==> config.mk <==
export PLATFORM = sky130hd
export DESIGN_NAME = dcache_direct
export DESIGN_NICKNAME = d
export VERILOG_FILES = /design/src/rtl/dcache_direct.sv
export SDC_FILE = /design/constraint.sdc
export NUM_CORES = 2
export LEC_CHECK = 0
export ABC_AREA = 1
export CAP_MARGIN = 25
export CELL_PAD_IN_SITES_DETAIL_PLACEMENT = 1
export CELL_PAD_IN_SITES_GLOBAL_PLACEMENT = 2
export CORE_MARGIN = 5
export CORE_UTILIZATION = 39
export CTS_CLUSTER_DIAMETER = 200
export DETAILED_ROUTE_END_ITERATION = 12
export GPL_ROUTABILITY_DRIVEN = 0
export HOLD_SLACK_MARGIN = 0.06
export PLACE_DENSITY_LB_ADDON = 0.1
export SLEW_MARGIN = 20
export SYNTH_ARGS = -nofsm -noshare
export SYNTH_HDL_FRONTEND = slang
export SYNTH_SLANG_ARGS = --single-unit
export TNS_END_PERCENT = 5
==> constraint.sdc <==
create_clock -name clk -period 9.62 [get_ports clk]
set_input_delay 0.962 -clock clk [delete_from_list [all_inputs] [get_ports clk]]
set_output_delay 0.962 -clock clk [all_outputs]
set_load 0.03 [all_outputs]
==> src/rtl/dcache_direct.sv <==
// Direct-mapped write-back, write-allocate data cache between the MEM stage and a block-wide memory.
// Optional `DCACHE_STATS_EN adds hit/miss completion counters.
module dcache_direct #(
  parameter int LINE_COUNT  = 16,
  parameter int BLOCK_WORDS = 4
) (
  input  logic         clk,
  input  logic         reset,
  input  logic         is_input_valid,
  input  logic [31:0]  addr,
  input  logic         mem_rw,
  input  logic [31:0]  din,
  output logic         is_ready,
  output logic         is_output_valid,
  output logic [31:0]  dout,
  output logic         is_hit,
  output logic         mem_req,
  output logic         mem_we,
  output logic [31:0]  mem_addr,
  output logic [127:0] mem_wdata,
  input  logic [127:0] mem_rdata,
  input  logic         mem_ready,
`ifdef DCACHE_STATS_EN
  output logic [31:0]  hit_count,
  output logic [31:0]  miss_count,
`endif
  output logic [1:0]   dbg_state
);
  localparam int IDX_W  = $clog2(LINE_COUNT);
  localparam int TAG_W  = 32 - IDX_W - 4;
  localparam int LINE_W = 32 * BLOCK_WORDS;

  typedef enum logic [1:0] {S_IDLE, S_COMPARE, S_WRITEBACK, S_ALLOCATE} state_t;

  state_t state_q, state_d;
  logic [31:0] req_addr_q, req_addr_d;
  logic [31:0] req_din_q, req_din_d;
  logic        req_rw_q, req_rw_d;
  logic        miss_q, miss_d;

  logic [LINE_COUNT-1:0] valid_q, valid_d, dirty_q, dirty_d;
  logic [TAG_W-1:0]      tag_q [LINE_COUNT];
  logic [LINE_W-1:0]     data_q [LINE_COUNT];

  logic [IDX_W-1:0]  req_idx;
  logic [TAG_W-1:0]  req_tag, cur_tag, tag_d;
  logic [1:0]        req_word;
  logic [LINE_W-1:0] cur_line, store_line, line_d;
  logic [31:0]       sel_word;
  logic              line_hit, line_we;
  logic              unused_addr_lsb;

  assign req_idx         = req_addr_q[IDX_W+3:4];
  assign req_tag         = req_addr_q[31:IDX_W+4];
  assign req_word        = req_addr_q[3:2];
  assign unused_addr_lsb = ^req_addr_q[1:0];
  assign cur_line        = data_q[req_idx];
  assign cur_tag         = tag_q[req_idx];
  assign line_hit        = valid_q[req_idx] && (cur_tag == req_tag);

  always_comb begin
    sel_word   = cur_line[31:0];
    store_line = cur_line;
    case (req_word)
      2'd0: begin sel_word = cur_line[31:0];   store_line[31:0]   = req_din_q; end
      2'd1: begin sel_word = cur_line[63:32];  store_line[63:32]  = req_din_q; end
      2'd2: begin sel_word = cur_line[95:64];  store_line[95:64]  = req_din_q; end
      default: begin sel_word = cur_line[127:96]; store_line[127:96] = req_din_q; end
    endcase
  end

  always_comb begin
    state_d    = state_q;
    req_addr_d = req_addr_q;
    req_din_d  = req_din_q;
    req_rw_d   = req_rw_q;
    miss_d     = miss_q;
    valid_d    = valid_q;
    dirty_d    = dirty_q;
    line_we    = 1'b0;
    line_d     = store_line;
    tag_d      = req_tag;
    case (state_q)
      S_IDLE: begin
        if (is_input_valid) begin
          req_addr_d = addr;
          req_din_d  = din;
          req_rw_d   = mem_rw;
          miss_d     = 1'b0;
          state_d    = S_COMPARE;
        end
      end
      S_COMPARE: begin
        if (line_hit) begin
          if (req_rw_q) begin
            line_we          = 1'b1;
            dirty_d[req_idx] = 1'b1;
          end
          state_d = S_IDLE;
        end else begin
          miss_d  = 1'b1;
          state_d = (valid_q[req_idx] && dirty_q[req_idx]) ? S_WRITEBACK : S_ALLOCATE;
        end
      end
      S_WRITEBACK: begin
        if (mem_ready) state_d = S_ALLOCATE;
      end
      S_ALLOCATE: begin
        // Refill lands here; the retry in COMPARE then hits and merges any store.
        if (mem_ready) begin
          line_we          = 1'b1;
          line_d           = mem_rdata;
          valid_d[req_idx] = 1'b1;
          dirty_d[req_idx] = 1'b0;
          state_d          = S_COMPARE;
        end
      end
      default: state_d = S_IDLE;
    endcase
  end

  always_ff @(posedge clk or posedge reset) begin
    if (reset) begin
      state_q    <= S_IDLE;
      req_addr_q <= '0;
      req_din_q  <= '0;
      req_rw_q   <= 1'b0;
      miss_q     <= 1'b0;
      valid_q    <= '0;
      dirty_q    <= '0;
    end else begin
      state_q    <= state_d;
      req_addr_q <= req_addr_d;
      req_din_q  <= req_din_d;
      req_rw_q   <= req_rw_d;
      miss_q     <= miss_d;
      valid_q    <= valid_d;
      dirty_q    <= dirty_d;
    end
  end

  // Tag/data arrays need no reset: valid bits gate every use.
  always_ff @(posedge clk) begin
    if (line_we) begin
      data_q[req_idx] <= line_d;
      tag_q[req_idx]  <= tag_d;
    end
  end

  assign is_ready        = (state_q == S_IDLE);
  assign is_output_valid = (state_q == S_COMPARE) && line_hit;
  assign dout            = is_output_valid ? sel_word : 32'h0;
  assign is_hit          = is_output_valid && !miss_q;
  assign mem_req         = (state_q == S_WRITEBACK) || (state_q == S_ALLOCATE);
  assign mem_we          = (state_q == S_WRITEBACK);
  assign mem_addr        = (state_q == S_WRITEBACK) ? {cur_tag, req_idx, 4'b0} :
                           (state_q == S_ALLOCATE)  ? {req_tag, req_idx, 4'b0} : 32'h0;
  assign mem_wdata       = (state_q == S_WRITEBACK) ? cur_line : '0;
  assign dbg_state       = state_q;

`ifdef DCACHE_STATS_EN
  logic [31:0] hit_count_q, hit_count_d, miss_count_q, miss_count_d;

  always_comb begin
    hit_count_d  = hit_count_q;
    miss_count_d = miss_count_q;
    if (is_output_valid) begin
      if (is_hit) hit_count_d  = hit_count_q + 32'd1;
      else        miss_count_d = miss_count_q + 32'd1;
    end
  end

  always_ff @(posedge clk or posedge reset) begin
    if (reset) begin
      hit_count_q  <= '0;
      miss_count_q <= '0;
    end else begin
      hit_count_q  <= hit_count_d;
      miss_count_q <= miss_count_d;
    end
  end

  assign hit_count  = hit_count_q;
  assign miss_count = miss_count_q;
`endif
endmodule

After elaboration in Yosys (flattened, before gate mapping)
Memory sizes are Yosys's and may differ from the RTL's.
Cells that the tools add are included.

word-level totals
  register bits = 100
  memory bits (writable) = 2432
  input port bits = 197
  logic and storage cells = 80
  output and inout bits = 199
  memories = 2

cells by class
  equality and inequality tests = 12
  reduce and logical (&&, ||, !) cells = 17
  muxes and demuxes = 36
  order comparisons = 2
  bitwise operators = 4

memory list
  memory  depth  width  read ports  clocked after Yosys merged registers in  wr ports  line  text
  data_q  16     128    1           0                                        1         43    logic [LINE_W-1:0] data_q [LINE_COUNT];
  tag_q   16     24     1           0                                        1         42    logic [TAG_W-1:0] tag_q [LINE_COUNT];

operators with widths
  operator                                                            number
  two-way mux 128 bit                                                 3
  two-way mux 32 bit                                                  7
  one-hot mux 32 bit (3 select lines)                                 1
  two-way mux 16 bit                                                  3
  bitwise OR 16 bit                                                   2
  one-hot mux 16 bit (2 select lines)                                 1
  equality test 24 bit                                                1
  bitwise AND 16 bit                                                  1
  NOT 16 bit                                                          1
  two-way mux 1 bit                                                   11
  inequality test 2 bit (second input constant)                       5
  binary-select mux 1 bit (select 4 bit)                              2
  two-way mux 2 bit                                                   4
  one-hot mux 2 bit (4 select lines)                                  1
  equality test 2 bit (second input constant)                         3
  AND reduction 3 bit                                                 2
  logical AND 1 bit                                                   5
  less-than comparator 4 x 5 -> 1 bit (second input constant)         1
  demux 1 bit (select 4 bit)                                          1
  equality test 2 x 1 -> 1 bit (second input constant)                2
  greater-or-equal comparator 4 x 1 -> 1 bit (second input constant)  1
  zero test 2 bit                                                     2
  one-hot mux 1 bit (2 select lines)                                  2
  AND reduction 2 bit                                                 2
  other kinds (6)                                                     7

Longest topological paths before layout
  depth in word-level cells = 8
  depth in mapped cells = 23
  gate-level depth less buffers = 19

Least setup slack after synthesis
OpenSTA, ideal clock, no wires.

  path kind = flip-flop to flip-flop
  start = register req_addr_q[4]
  end = memory data_q[12][0] (netlist name), enable pin
  setup time = 0.715 ns
  stages on the path, launching flop included = 20
  required time = 8.905 ns
  arrival time = 9.390 ns
  period minus slack after synthesis = 10.105 ns
  setup slack = -0.485 ns
  buffers on the path = 4
  cell sequence = dfrtp_1 buf_4 inv_4 buf_6 buf_2 nand2_1 nand2_1 nand2_1 nand3_1 nand2_1 nand2_1 nor2_1 nand2_1 nand2_1 nor2_1 nand3_1 nor2_2 nand4_2 buf_2 a21oi_1

on the way
  longest elaborated chain between the ends = 7
  elaborated cells between the ends (all ways) = 9
  those cells by class = 1 x eq/ne; 6 x mux; 1 x reduce/logical; 1 x memory

RTL lines
  item                                                                                        line  text
  from (decl)                                                                                 36    logic [31:0] req_addr_q, req_addr_d;
  from (signal assigned)                                                                      133   req_addr_q <= req_addr_d;
  memory read (16 x 24 bit) / binary-select mux 1 bit (select 4 bit) (equally long branches)  --
  equality test 24 bit / two-way mux 1 bit (equally long branches)                            59    assign line_hit = valid_q[req_idx] && (cur_tag == req_tag);
  logical AND 1 bit                                                                           59
  two-way mux 1 bit                                                                           94    if (line_hit) begin
  one-hot mux 1 bit (2 select lines)                                                          83    case (state_q)
  two-way mux 1 bit                                                                           144   if (line_we) begin
  two-way mux 1 bit (implied by the code)                                                     145   data_q[req_idx] <= line_d;
  to (decl)                                                                                   43

Several ways; a longest one is shown, not always the timed one. The select of a mux whose other input is x is not followed.

Worst setup path in the final report
  start = register req_addr_q[4]
  end = output port dout[29]

on the way
  longest elaborated chain between the ends = 5
  elaborated cells between the ends (all ways) = 9
  those cells by class = 1 x eq/ne; 4 x mux; 2 x reduce/logical; 2 x memory

RTL lines
  item                                                                                        line  text
  memory read (16 x 24 bit) / binary-select mux 1 bit (select 4 bit) (equally long branches)  --
  equality test 24 bit / two-way mux 1 bit (equally long branches)                            59
  logical AND 1 bit                                                                           59
  logical AND 1 bit                                                                           151   assign is_output_valid = (state_q == S_COMPARE) && line_hit;
  two-way mux 32 bit *                                                                        152   assign dout = is_output_valid ? sel_word : 32'h0;
  to (decl)                                                                                   15    output logic [31:0] dout,

Every way passes the cells marked *; elsewhere a longest branch is shown, timed or not. The select of a mux whose other input is x is not followed.

==> impl_metrics.env <==
export IMPL_start_util=0.391
export IMPL_netlist_instances=7346
export IMPL_antenna_found_initial=12
export IMPL_setup_violations=0
export IMPL_grt_usage=0.276
export IMPL_crit_top_cell="nand2_1"
export IMPL_worst_r2r_endpoint="data_q[11][116]$_DFFE_PP_"
export IMPL_slowest_delay_ps=780
export IMPL_p_sw_w=0.0167
export IMPL_insertion_delay_ps=980
export IMPL_dr_pass1_iters=5
export IMPL_holdWs_ps=460
export IMPL_hold_buffers=0
export IMPL_clk_path_buf_depth=4
export IMPL_synthDistinctLibCells=37
export IMPL_preCtsSetupSlack_ps=2880
export IMPL_required_ps=8660
export IMPL_place_area_mm2=0.109
export IMPL_seq_area_mm2=0.0755
export IMPL_drtIter0Drc=5895
export IMPL_cp_end_kind="primary output"
export IMPL_die_w_um=514
export IMPL_wl_per_cell_um=32.7
export IMPL_cts_resized=0
export IMPL_synth_seq_cells=2530
export IMPL_ys_warn_count=0
export IMPL_timing_hold_worst_path_depth=2
export IMPL_worstHoldStart="valid_q[1]$_DFFE_PP0P_"
export IMPL_p_int_w=0.0258
export IMPL_overflow=0
export IMPL_tightestPinTransition_ps=1250
export IMPL_leakage_nw=40.5
export IMPL_areaGrowthSynthToFinish_pct=18.8
export IMPL_cts_tree="done"
export IMPL_wl_met2_mm=176
export IMPL_slew_headroom=0.170
export IMPL_syn_area_mm2=0.0993
export IMPL_grt_pass1_wl_mm=521
export IMPL_pin_count=396
export IMPL_die_area_mm2=0.265
export IMPL_crit_slowest_cell="clkdlybuf4s50_1"
export IMPL_drt_met1_wl_mm=158
export IMPL_start_kind="flop"
export IMPL_skew_ps=77.8
export IMPL_setup_worst_path_class="flop to primary output"
export IMPL_routed_wl_mm=374
export IMPL_drv_cap=0
export IMPL_final_area_mm2=0.118
export IMPL_final_cells=11400
export IMPL_fin_crit_ps=7580
export IMPL_nFillCells=25500
export IMPL_finalCritPeriodShare=0.788
export IMPL_top_layer="met4"
export IMPL_final_hold_violation_count=0
export IMPL_rsz0062_at_grt="no"
export IMPL_post_cts_buffers=0
export IMPL_worstPathCellList="inv_4, buf_4, buf_4, nand2_1, nand2_1, nand2_1, nand3_1, nand2_1, nand2_1, nor2_1, nand2_1, nand2_1, nor2_1, nand3_1, nor2_2, nand3_2, buf_4, a21oi_1, clkdlybuf4s50_1"
export IMPL_min_to="valid_q[1]$_DFFE_PP0P_"
export IMPL_hold_path_class="flop to flop"
export IMPL_row_count=185
export IMPL_grt_pass1_vias=67200
export IMPL_multi_input_area_mm2=0.0217
export IMPL_seq_area_frac_synth=0.761
export IMPL_dp_hpwl_mm=206
export IMPL_port_buffer_count=389
export IMPL_power_density_mw_per_mm2=361
export IMPL_r2r_slack_ps=3780
export IMPL_cp_top_family="buffers and inverters"
export IMPL_seqPwrFrac=0.390
export IMPL_fin_setup_tns_ps=0
export IMPL_cts_buffers_inserted=297
export IMPL_clkPwrFrac=0.251
export IMPL_dieHeight_um=514
export IMPL_drc=0
export IMPL_drtAntennaViolNets=0
export IMPL_peakVddDrop_mv=0.234
export IMPL_sw_frac_of_total=0.393
export IMPL_grt_max_degree=149
export IMPL_final_max_slew_viol_count=0
export IMPL_avgSynthCellArea_um2=13.5
export IMPL_crit_arrival_ps=6620
export IMPL_wl_met3_mm=19.4
export IMPL_status="finished clean"
export IMPL_clock_sinks=2530
export IMPL_crit_buf_inv=5
export IMPL_fmax_mhz=132
export IMPL_cp_max_fo=57
export IMPL_cts_root_buf="clkbuf_16"
export IMPL_combPwrFrac=0.359
export IMPL_layout_nets=8041
export IMPL_setup_slack_ps=2040
export IMPL_h_tree_depth=5
export IMPL_vias=66000
export IMPL_vias_per_cell=5.78
export IMPL_dpl_cell_count=10900
export IMPL_drive_gt1_frac=0.0986
export IMPL_reg2reg_depth=19
export IMPL_core_area_mm2=0.254
export IMPL_r2r_start="req_addr_q[4]$_DFFE_PP0P_"
export IMPL_cts_clk_slew_worst_paths_ps=60
-- synth_stat cells, drive strengths merged --
| cell | count | area share |
|---|---|---|
| edfxtp | 2432 | 0.74 |
| nand2 | 1991 | 0.075 |
| a22oi | 1033 | 0.078 |
| nor2 | 355 | 0.014 |
| clkbuf | 292 | 0.011 |
| a21oi | 223 | 0.011 |
| inv | 191 | 0.0072 |
| buf | 168 | 0.0081 |
| o21ai | 156 | 0.0079 |
| nand4 | 129 | 0.0082 |
| dfrtp | 98 | 0.025 |
| nand3 | 72 | 0.0037 |
| o22ai | 62 | 0.0039 |
| a31oi | 50 | 0.0032 |
| mux2 | 33 | 0.0037 |
| nor4 | 21 | 0.0013 |
| or2 | 11 | 0.00069 |
| nor3 | 7 | 0.00035 |
| a221oi | 6 | 0.00053 |
| o21bai | 5 | 0.00038 |
| ha | 4 | 0.00050 |
| clkinv | 3 | 0.00011 |
| a211oi | 2 | 0.00015 |
| conb | 1 | 0.000038 |
| o41ai | 1 | 0.000088 |
-- stage by stage --
step	power, W	util
CTS	0.0426	0.463
finish	0.0425	0.465
global route	0.0443	0.465
global placement	0.0314	0.427
detailed placement	0.0319	0.428
floorplan	0.0244	-
-- worst min-delay path: stages, from the launching register on --
cell	delay, ps
dfrtp_1	320
inv_1	50
o21ai_0	60
-- cell type report --
class | count | share of cell area
Antenna cell | 10 | 0.000212
Clock inverter | 115 | 0.00902
Inverter | 194 | 0.00659
Timing Repair Buffer | 652 | 0.0566
Clock buffer | 385 | 0.0673
Tap cell | 3366 | 0.0357
Sequential cell | 2530 | 0.640
Multi-Input combinational cell | 4165 | 0.184
-- worst max path at each step --
stage	from	to	slack, ps	depth (start not counted)
after detailed placement	req_addr_q[4]$_DFFE_PP0P_	dout[29]	2880	19
after global routing	req_addr_q[4]$_DFFE_PP0P_	dout[29]	1690	19
after global placement	req_addr_q[4]$_DFFE_PP0P_	dout[29]	2930	19
final	req_addr_q[4]$_DFFE_PP0P_	dout[29]	2040	19
after floorplan	req_addr_q[4]$_DFFE_PP0P_	data_q[13][0]$_DFFE_PP_	-480	19
after CTS	req_addr_q[4]$_DFFE_PP0P_	dout[29]	1850	19
-- sequential cells by signal (all words and copies together), names as in the netlist, named ones only --
| signal | cells |
|---|---|
| valid_q | 16 |
| miss_q | 1 |
| req_rw_q | 1 |
| tag_q | 384 |
| dbg_state | 2 |
| req_addr_q | 30 |
| req_din_q | 32 |
| data_q | 2048 |
-- kinds of logic (layout without fill, tap and decap cells) --
family	after synthesis	after routing	share of synthesized area
AO/OA/AOI/OAI	1538	1538	0.105
buffers and inverters	654	1346	0.0265
AND/OR/NAND/NOR	2586	2586	0.103
flip-flops	2530	2530	0.761
multiplexers	33	33	0.00374
adder cells (fa/ha/maj)	4	4	0.000504
other	1	14	0.0000378
-- routing by layer --
metal  global-route usage  vias up
met5                    0        -
met4                0.133        0
met3               0.0367      549
met2                0.442     2118
met1                0.373    35100
li1                     -    28300
-- power by group through the flow --
stage	combinational (W)	sequential, W	clock [W]
6_report	0.0153	0.0166	0.0107
2_1_floorplan	0.00790	0.0165	0
3_5_place_dp	0.0151	0.0168	0
5_1_grt	0.0163	0.0166	0.0114
4_1_cts	0.0151	0.0166	0.0109
3_3_place_gp	0.0146	0.0168	0
-- cells in the final DEF (no fill, tap or decap), drive strengths merged --
master	count
o22ai	62
ha	4
nand3	72
diode	10
nor3	7
o21bai	5
edfxtp	2432
clkinvlp	2
clkdlybuf4s50	389
clkbuf	393
conb	4
or2	11
buf	255
a21oi	223
o21ai	156
clkinv	92
inv	196
o41ai	1
a31oi	50
mux2	33
bufinv	19
dfrtp	98
nor4	21
nand4	129
a221oi	6
nand2	1991
nor2	355
a22oi	1033
a211oi	2
Note: power is estimated with default switching activity, not from simulation.
